## config.mk

```make
export PLATFORM = sky130hd
export DESIGN_NAME = rr_moore_arbiter
export DESIGN_NICKNAME = d
export VERILOG_FILES = /design/src/rtl/arb_pkg.sv /design/src/rtl/rr_pick.sv /design/src/rtl/rr_moore_arbiter.sv
export SDC_FILE = /design/constraint.sdc
export NUM_CORES = 1
export LEC_CHECK = 0
export ABC_AREA = 0
export CORE_UTILIZATION = 54
export CTS_BUF_LIST = sky130_fd_sc_hd__clkbuf_16
export CTS_CLUSTER_SIZE = 12
export DETAILED_ROUTE_END_ITERATION = 6
export PLACE_DENSITY = 0.91
export SKIP_CTS_REPAIR_TIMING = 1
export SLEW_MARGIN = 20
export SYNTH_ARGS = -nofsm -noshare
export SYNTH_HDL_FRONTEND = slang
export SYNTH_SLANG_ARGS = --single-unit
```

## constraint.sdc

```tcl
create_clock -name clk -period 4.38 [get_ports clk]
set_clock_uncertainty 0.05 [all_clocks]
set_input_delay 0.657 -clock clk [delete_from_list [all_inputs] [get_ports clk]]
set_output_delay 0.657 -clock clk [all_outputs]
set_load 0.01 [all_outputs]
```

## src/rtl/arb_pkg.sv

```systemverilog
// Shared arbiter definitions: FSM state encoding and legal parameter ranges.
package arb_pkg;

  typedef logic [1:0] state_t;

  localparam state_t IDLE    = 2'd0;
  localparam state_t GRANT   = 2'd1;
  localparam state_t RELEASE = 2'd2;

  localparam int N_MIN      = 2;
  localparam int N_MAX      = 8;
  localparam int HOLD_MIN   = 1;
  localparam int HOLD_LIMIT = 255;

endpackage

```

## src/rtl/rr_pick.sv

```systemverilog
// Round-robin winner select: first set req bit scanning upward from ptr, wrapping modulo N.
module rr_pick
  import arb_pkg::*;
#(
  parameter  int N   = 4,
  localparam int IDW = $clog2(N)
) (
  input  logic [N-1:0]   req,
  input  logic [IDW-1:0] ptr,
  output logic [IDW-1:0] winner,
  output logic           any_req
);

  logic [IDW:0] sum_s;
  logic [IDW:0] idx_s;
  logic         found_s;

  // Scan all N positions starting at ptr; the first hit wins.
  always_comb begin
    winner  = {IDW{1'b0}};
    sum_s   = {(IDW+1){1'b0}};
    idx_s   = {(IDW+1){1'b0}};
    found_s = 1'b0;
    for (int i = 0; i < N; i++) begin
      sum_s = {1'b0, ptr} + (IDW+1)'(i);
      idx_s = (sum_s >= (IDW+1)'(N)) ? (sum_s - (IDW+1)'(N)) : sum_s;
      if (!found_s && req[idx_s[IDW-1:0]]) begin
        found_s = 1'b1;
        winner  = idx_s[IDW-1:0];
      end else begin
        found_s = found_s;
      end
    end
  end

  assign any_req = |req;

endmodule

```

## src/rtl/rr_moore_arbiter.sv

```systemverilog
// Moore round-robin arbiter with a per-grant hold limit and a one-cycle dead cycle
// between owners. Outputs are registered and decoded from next state, never from req.
module rr_moore_arbiter
  import arb_pkg::*;
#(
  parameter  int N        = 4,
  parameter  int HOLD_MAX = 8,
  localparam int IDW      = $clog2(N),
  localparam int CW       = $clog2(HOLD_MAX + 1)
) (
  input  logic           clk,
  input  logic           areset,
  input  logic [N-1:0]   req,
  output logic [N-1:0]   grant,
  output logic [IDW-1:0] grant_id,
  output logic           busy,
  output logic           timeout
);

  if (N < N_MIN || N > N_MAX) begin : g_bad_n
    $error("rr_moore_arbiter: N outside legal range");
  end
  if (HOLD_MAX < HOLD_MIN || HOLD_MAX > HOLD_LIMIT) begin : g_bad_hold
    $error("rr_moore_arbiter: HOLD_MAX outside legal range");
  end

  state_t         state_r, state_s;
  logic [IDW-1:0] owner_r, owner_s;
  logic [IDW-1:0] ptr_r, ptr_s;
  logic [CW-1:0]  hold_cnt_r, hold_cnt_s;
  logic           revoke_s;
  logic [IDW-1:0] winner_s;
  logic           any_req_s;
  logic [N-1:0]   grant_s;
  logic [IDW-1:0] grant_id_s;
  logic           busy_s;
  logic           timeout_s;

  // ptr_r already holds the advanced pointer while in RELEASE, so one picker serves both states.
  rr_pick #(.N(N)) u_pick (
    .req     (req),
    .ptr     (ptr_r),
    .winner  (winner_s),
    .any_req (any_req_s)
  );

  // State, pointer, hold counter and output registers; reset clears everything at once.
  always_ff @(posedge clk or posedge areset) begin
    if (areset) begin
      state_r    <= IDLE;
      owner_r    <= {IDW{1'b0}};
      ptr_r      <= {IDW{1'b0}};
      hold_cnt_r <= {CW{1'b0}};
      grant      <= {N{1'b0}};
      grant_id   <= {IDW{1'b0}};
      busy       <= 1'b0;
      timeout    <= 1'b0;
    end else begin
      state_r    <= state_s;
      owner_r    <= owner_s;
      ptr_r      <= ptr_s;
      hold_cnt_r <= hold_cnt_s;
      grant      <= grant_s;
      grant_id   <= grant_id_s;
      busy       <= busy_s;
      timeout    <= timeout_s;
    end
  end

  // Next-state logic; a dropped request beats hold expiry, so revoke only fires while still requested.
  always_comb begin
    state_s    = state_r;
    owner_s    = owner_r;
    ptr_s      = ptr_r;
    hold_cnt_s = hold_cnt_r;
    revoke_s   = 1'b0;
    case (state_r)
      IDLE: begin
        if (any_req_s) begin
          state_s    = GRANT;
          owner_s    = winner_s;
          hold_cnt_s = {CW{1'b0}};
        end else begin
          state_s = IDLE;
        end
      end
      GRANT: begin
        hold_cnt_s = hold_cnt_r + CW'(1);
        if (!req[owner_r]) begin
          state_s = RELEASE;
          ptr_s   = (owner_r == IDW'(N - 1)) ? {IDW{1'b0}} : owner_r + IDW'(1);
        end else if (hold_cnt_r == CW'(HOLD_MAX - 1)) begin
          state_s  = RELEASE;
          revoke_s = 1'b1;
          ptr_s    = (owner_r == IDW'(N - 1)) ? {IDW{1'b0}} : owner_r + IDW'(1);
        end else begin
          state_s = GRANT;
        end
      end
      RELEASE: begin
        if (any_req_s) begin
          state_s    = GRANT;
          owner_s    = winner_s;
          hold_cnt_s = {CW{1'b0}};
        end else begin
          state_s = IDLE;
        end
      end
      default: begin
        state_s    = IDLE;
        owner_s    = {IDW{1'b0}};
        hold_cnt_s = {CW{1'b0}};
      end
    endcase
  end

  // Output decode from the state being entered, so registered outputs line up with state_r.
  always_comb begin
    grant_s    = {N{1'b0}};
    grant_id_s = {IDW{1'b0}};
    busy_s     = 1'b0;
    timeout_s  = 1'b0;
    case (state_s)
      GRANT: begin
        grant_s[owner_s] = 1'b1;
        grant_id_s       = owner_s;
        busy_s           = 1'b1;
      end
      RELEASE: begin
        timeout_s = revoke_s;
      end
      IDLE: begin
        busy_s = 1'b0;
      end
      default: begin
        busy_s = 1'b0;
      end
    endcase
  end

endmodule

```

-- Word-level counts from Yosys, hierarchy flattened
Cells that the tools add are included.
Widths: inputs -> output; s select.
- register bits: 18
- input port bits: 6
- output and inout port bits: 8
- word-level logic and storage cells: 88
- $add $sub $neg: 9
- $lt $le $gt $ge: 11
- eq/ne operators: 8
- multiplexer cells: 41
- reduce and logical (&&, ||, !) cells: 11
- operators with widths (operator ; number):
    $mux 2 ; 15
    $lt 2x3->1 const B ; 6
    $mux 1 ; 15
    $bmux 1 s2 ; 5
    $ge 3x3->1 const B ; 3
    $mux 4 ; 2
    $pmux 2 s2 ; 2
    $pmux 4 s2 ; 1
    $sub 2x1->2 const B ; 4
    $add 2x2->3 const B ; 2
    $eq 2x2->1 const B ; 3
    $add 4x1->4 const B ; 1
    $eq 2x1->1 const B ; 2
    $eq 4x3->1 const B ; 1
    $logic_and 1x1->1 ; 4
    $ne 2x1->1 const B ; 2
    $reduce_or 4->1 ; 1
    $add 2x1->3 const B ; 1
    $ge 2x3->1 const B ; 1
    $logic_not 1->1 ; 3
    $add 2x1->2 const B ; 1
    $demux 1 s2 ; 1
    $ge 2x1->1 const B ; 1
    $logic_not 2->1 ; 1
    2 further kinds ; 2

-- Depth between registers and ports, before layout
- depth after elaboration: 21
- mapped depth: 5
- mapped depth without buffers: 5

-- Modules after synthesis
Synthesis repeated with hierarchy kept, for this count alone.
- cells, all modules: 81
- area total of the unflattened synthesis: 899.6 µm²
- modules (own cells, without submodules) (module ; instances ; cells each ; area an instance (µm²)):
    rr_moore_arbiter ; 1 ; 66 ; 822.0
    rr_pick ; 1 ; 15 ; 77.6

-- Least setup slack after synthesis
Ideal clock, no wire load.
- path kind: input to register
- start point: input port req[3]
- end point: register ptr_r[0]
- data arrival time: 1.676 ns
- data required time: 4.202 ns
- path slack: 2.527 ns
- stages: 3
- path buffers: 0
- cells stage by stage: mux4_2 a21oi_2 mux2_1
- word-level cells in the longest chain between the ends: 4
- elaborated cells between the ends (all ways): 5
- classes of those cells: eq/ne: 1; mux: 3; reduce/logical: 1
- RTL lines (element ; RTL line ; RTL):
    start, declared ; rr_moore_arbiter.sv:13 ; input logic [N-1:0] req,
    $bmux 1 s2 (*) ; rr_moore_arbiter.sv:89 ; if (!req[owner_r]) begin
    $mux 1 (not written as such) (*) ; rr_moore_arbiter.sv:89 ;
    $ne 2x1->1 (no source line) ; -- ;
    $reduce_and 2->1 (no source line) ; -- ;
    end signal, assigned ; rr_moore_arbiter.sv:52 ; ptr_r <= {IDW{1'b0}};
    end signal, assigned ; rr_moore_arbiter.sv:61 ; ptr_r <= ptr_s;
    end, declared ; rr_moore_arbiter.sv:29 ; logic [IDW-1:0] ptr_r, ptr_s;
Mark *: on every way between the ends. The rest lies on a longest branch, timed or not. The select of a mux whose other input is x is not followed.
A chain may end at the register's enable or synchronous reset.

-- Final worst setup path
- start point: input port req[0]
- end point: register grant[2]
- elaborated cells between the ends (all ways): 36
- classes of those cells: order compare: 2; eq/ne: 1; mux: 25; reduce/logical: 8
- RTL lines (element ; RTL line ; RTL):
    $bmux 1 s2 ; rr_moore_arbiter.sv:89 ;
    $mux 1 (not written as such) ; rr_moore_arbiter.sv:89 ;
    $mux 2 ; rr_moore_arbiter.sv:89 ;
    $pmux 2 s2 (*) ; rr_moore_arbiter.sv:77 ; case (state_r)
    via state_s[0] ; rr_moore_arbiter.sv:27 ; state_t state_r, state_s;
    $eq 2x1->1 (*) ; rr_moore_arbiter.sv:123 ; case (state_s)
    $mux 4 (*) ; rr_moore_arbiter.sv:123 ;
    via grant_s[2] ; rr_moore_arbiter.sv:34 ; logic [N-1:0] grant_s;
    end signal, assigned ; rr_moore_arbiter.sv:54 ; grant <= {N{1'b0}};
    end signal, assigned ; rr_moore_arbiter.sv:63 ; grant <= grant_s;
    end, declared ; rr_moore_arbiter.sv:14 ; output logic [N-1:0] grant,
The timed path passes the listed nets; every way through them passes the cells marked *. The select of a mux whose other input is x is not followed.

==> summary.txt <==
Power
  – Switching share of power: a little over a third
  – Max VDD drop: around 0.62 mV
  – Sequential Power Share: a little under two fifths
  – Pleak: 0.470 nW
  – Gate power share: about 40%
  – Pint: slightly below 0.5 mW
  – Cell area power density: about 720 nW/um2
  – Clock network power share: between 20% and 30%
  – NetSw: approximately 0.28 mW

Min path
  – Hold Path Depth: 1
  – Worst min path class: reg -> reg
  – Hold Crit Start: hold_cnt_r[3]$_DFFE_PP0P_
  – Worst Hold End: hold_cnt_r[3]$_DFFE_PP0P_

STA
  – Slew HR: about 55%
  – Unrepaired setup endpoints after global routing: false
  – Tmin final: roughly 2.3 ns
  – Slew @ Worst Pin: about 0.68 ns
  – F_max: 430 MHz
  – Hold WS: 0.465 ns
  – Total Neg Setup Slack: 0 ns
  – Max-slew violation count: 0
  – Final setup violation count: 0
  – Hold Fails Final Rpt: 0
  – Final period util: a little over half

Logic synthesis
  – Xor and xnor area share after synthesis: 0%
  – Adder-cell share of the synthesized area: 2.96%
  – Seq/Total Area, Yosys: a little over half
  – Yosys cell types: 32
  – FFs w/ async S/R, synth: 100%
  – Main synth FF type: dfrtp_1
  – Largest family of logic cells by synthesized area: compound AO/OA/AOI/OAI gates
  – Post-Synth Simple-Gate Area: roughly 17%
  – Mean Syn Cell Area: approximately 11 um2
  – Mux contribution to synthesized area: roughly 6.5%
  – Synth Area in Compound Gates: between 10% and 20%
  – Syn nets: 82
  – Yosys reg bits: 18
  – Number of flops mapped to enable cells by yosys: 0
  – Mapped cell area: 845 um2
  – Synth warn: 0
  – Cells after Synth: 74

GRT
  – First-pass GRT wire length: 2.99 mm
  – Vias in the first global route: between 600 and 700
  – Initial antenna violation count: 0
  – Largest net degree at the start of global routing: 19
  – Remaining Overflow, GRT: 0
  – Gr usage total: 23.3%

CTS
  – Clock buffer depth: 2
  – Root Buffer: clkbuf_16
  – Clock tree from TritonCTS: done
  – Clock latency on the worst-skew pair: ~0.24 ns
  – CTS Buf Count: 3
  – Clock Pin Slew Worst Setup and Hold Paths: roughly 0.050 ns
  – H-Tree Depth: 1
  – CTS sink count: 18

Floorplanning
  – DIE AREA: between 1500 and 2000 um2
  – # rows: 13
  – Die W: just over 40 um
  – Initial core utilization: between 60% and 70%
  – I/O pins: 14
  – Die Height: 41.5 um
  – Total core area: roughly 1400 um2

Finish
  – Layout overhead on the synthesized area: 26.5%
  – Total Nets Final: 100
  – Share of post-route cells with drive strength above 1: 14.4%
  – Area of the multi-input gates: between 300 and 400 um2
  – # diodes: 0
  – Most common cell after layout, fill and taps aside: dfrtp_1
  – # fillers: 90
  – Most frequent cells in the layout: dfrtp_1, clkdlybuf4s50_1, nand2_1, nor2_1, o21ai_1
  – Storage cell area: around 450 um2

Worst setup path
  – Crit path capture type: register
  – Reg-to-reg startpoint: owner_r[0]$_DFF_PP0_
  – Startpoint types: input pin
  – R2R cell count: 3
  – Reg-to-Reg End: ptr_r[0]$_DFFE_PP0P_
  – Required time of the critical path: roughly 4.5 ns
  – Crit path DAT: 2.41 ns
  – CP Class: in -> reg
  – R2R setup slack: around 2.6 ns
  – Crit-path max FO: 6

Flow run
  – Max_cap viols: 0

Placement
  – Gpl congestion: 0.792
  – I/O Buffers: 13
  – Hpwl dp: 1.22 mm

Route
  – Drt first pass iters: 4
  – Total Wirelength: between 1.5 and 2 mm
  – Avg WL per Cell: roughly 17 um
  – Total number of vias: approximately 640
  – Antenna-violating nets left: 0
  – Vias per cell: 6.12
  – DRC viols: 0
  – Initial DRC count: 19

Run status
  – Status: complete, no violations
[worst max path at each step]
stage | from | slack [ns] | cells after the start | endpoint
2_1_floorplan | req[3] | 2.53 | 3 | ptr_r[0]$_DFFE_PP0P_
3_3_place_gp | req[2] | 1.90 | 4 | ptr_r[0]$_DFFE_PP0P_
3_5_place_dp | req[0] | 1.87 | 5 | grant[0]$_DFF_PP0_
4_1_cts | req[0] | 2.06 | 6 | grant[2]$_DFF_PP0_
5_1_grt | req[0] | 1.95 | 6 | grant[2]$_DFF_PP0_
6_report | req[0] | 2.06 | 6 | grant[2]$_DFF_PP0_
[synth_stat cells (all sizes together) (2+ instances only)]
cell type / n / area [um2]
mux2: 2 / 22.5
o21ai: 6 / 30.0
nor4: 2 / 25.0
inv: 6 / 22.5
nor2: 7 / 28.8
dfrtp: 18 / 450
a31oi: 2 / 27.5
nand2: 6 / 22.5
and2: 2 / 12.5
ha: 2 / 25.0
nand2b: 3 / 18.8
a21oi: 3 / 18.8
[kinds of logic (layout without fill, tap and decap cells)]
kind of cell / count (synthesis) / after routing
flip-flops: 18 / 18
multiplexers: 4 / 4
AO/OA/AOI/OAI: 19 / 19
adder cells (fa/ha/maj): 2 / 2
buffers and inverters: 6 / 22
AND/OR/NAND/NOR: 25 / 25
[registers in the layout (all words and copies together), names as in the netlist]
name        flops
busy            1
timeout         1
owner_r         2
grant           4
ptr_r           2
grant_id        2
hold_cnt_r      4
state_r         2
[power by group through the flow]
stage / clock network, mW / logic [mW] / registers (mW)
2_1_floorplan: 0 / 0.198 / 0.283
3_3_place_gp: 0 / 0.291 / 0.280
3_5_place_dp: 0 / 0.300 / 0.284
4_1_cts: 0.177 / 0.308 / 0.282
5_1_grt: 0.182 / 0.336 / 0.290
6_report: 0.175 / 0.308 / 0.285
[critical path, stage by stage]
cell,delay [ns]
clkdlybuf4s50_1,0.48
nor4_2,0.59
nor2_2,0.11
a31oi_4,0.30
inv_2,0.07
and4_1,0.20
[final cells by class]
type                    instances  share of cell area (%)
multi-input cells              50                    34.8
flip-flops and latches         18                    42.2
well taps                      15                    1.76
clock buffers                   3                    7.03
repair buffers                 13                    12.2
inverters                       6                    2.11
[layer usage]
layer	GRT usage [%]	vias up	wire (um)
met4	5.16	0	5
met3	6.96	2	85
met5	0	-	0
li1	-	302	-
met1	27.8	313	745
met2	41.3	26	996
[stage by stage]
step,instance area (um2),setup WS (ns),power (mW),instances,util (%)
finish,1070,2.06,0.768,105,77.3
global route,1070,1.95,0.808,105,77.3
CTS,1070,2.06,0.767,105,77.3
detailed placement,993,1.87,0.584,102,71.9
global placement,993,1.90,0.571,102,71.9
floorplan,845,2.53,0.481,74,-
Note: power is estimated with default switching activity, not from simulation.
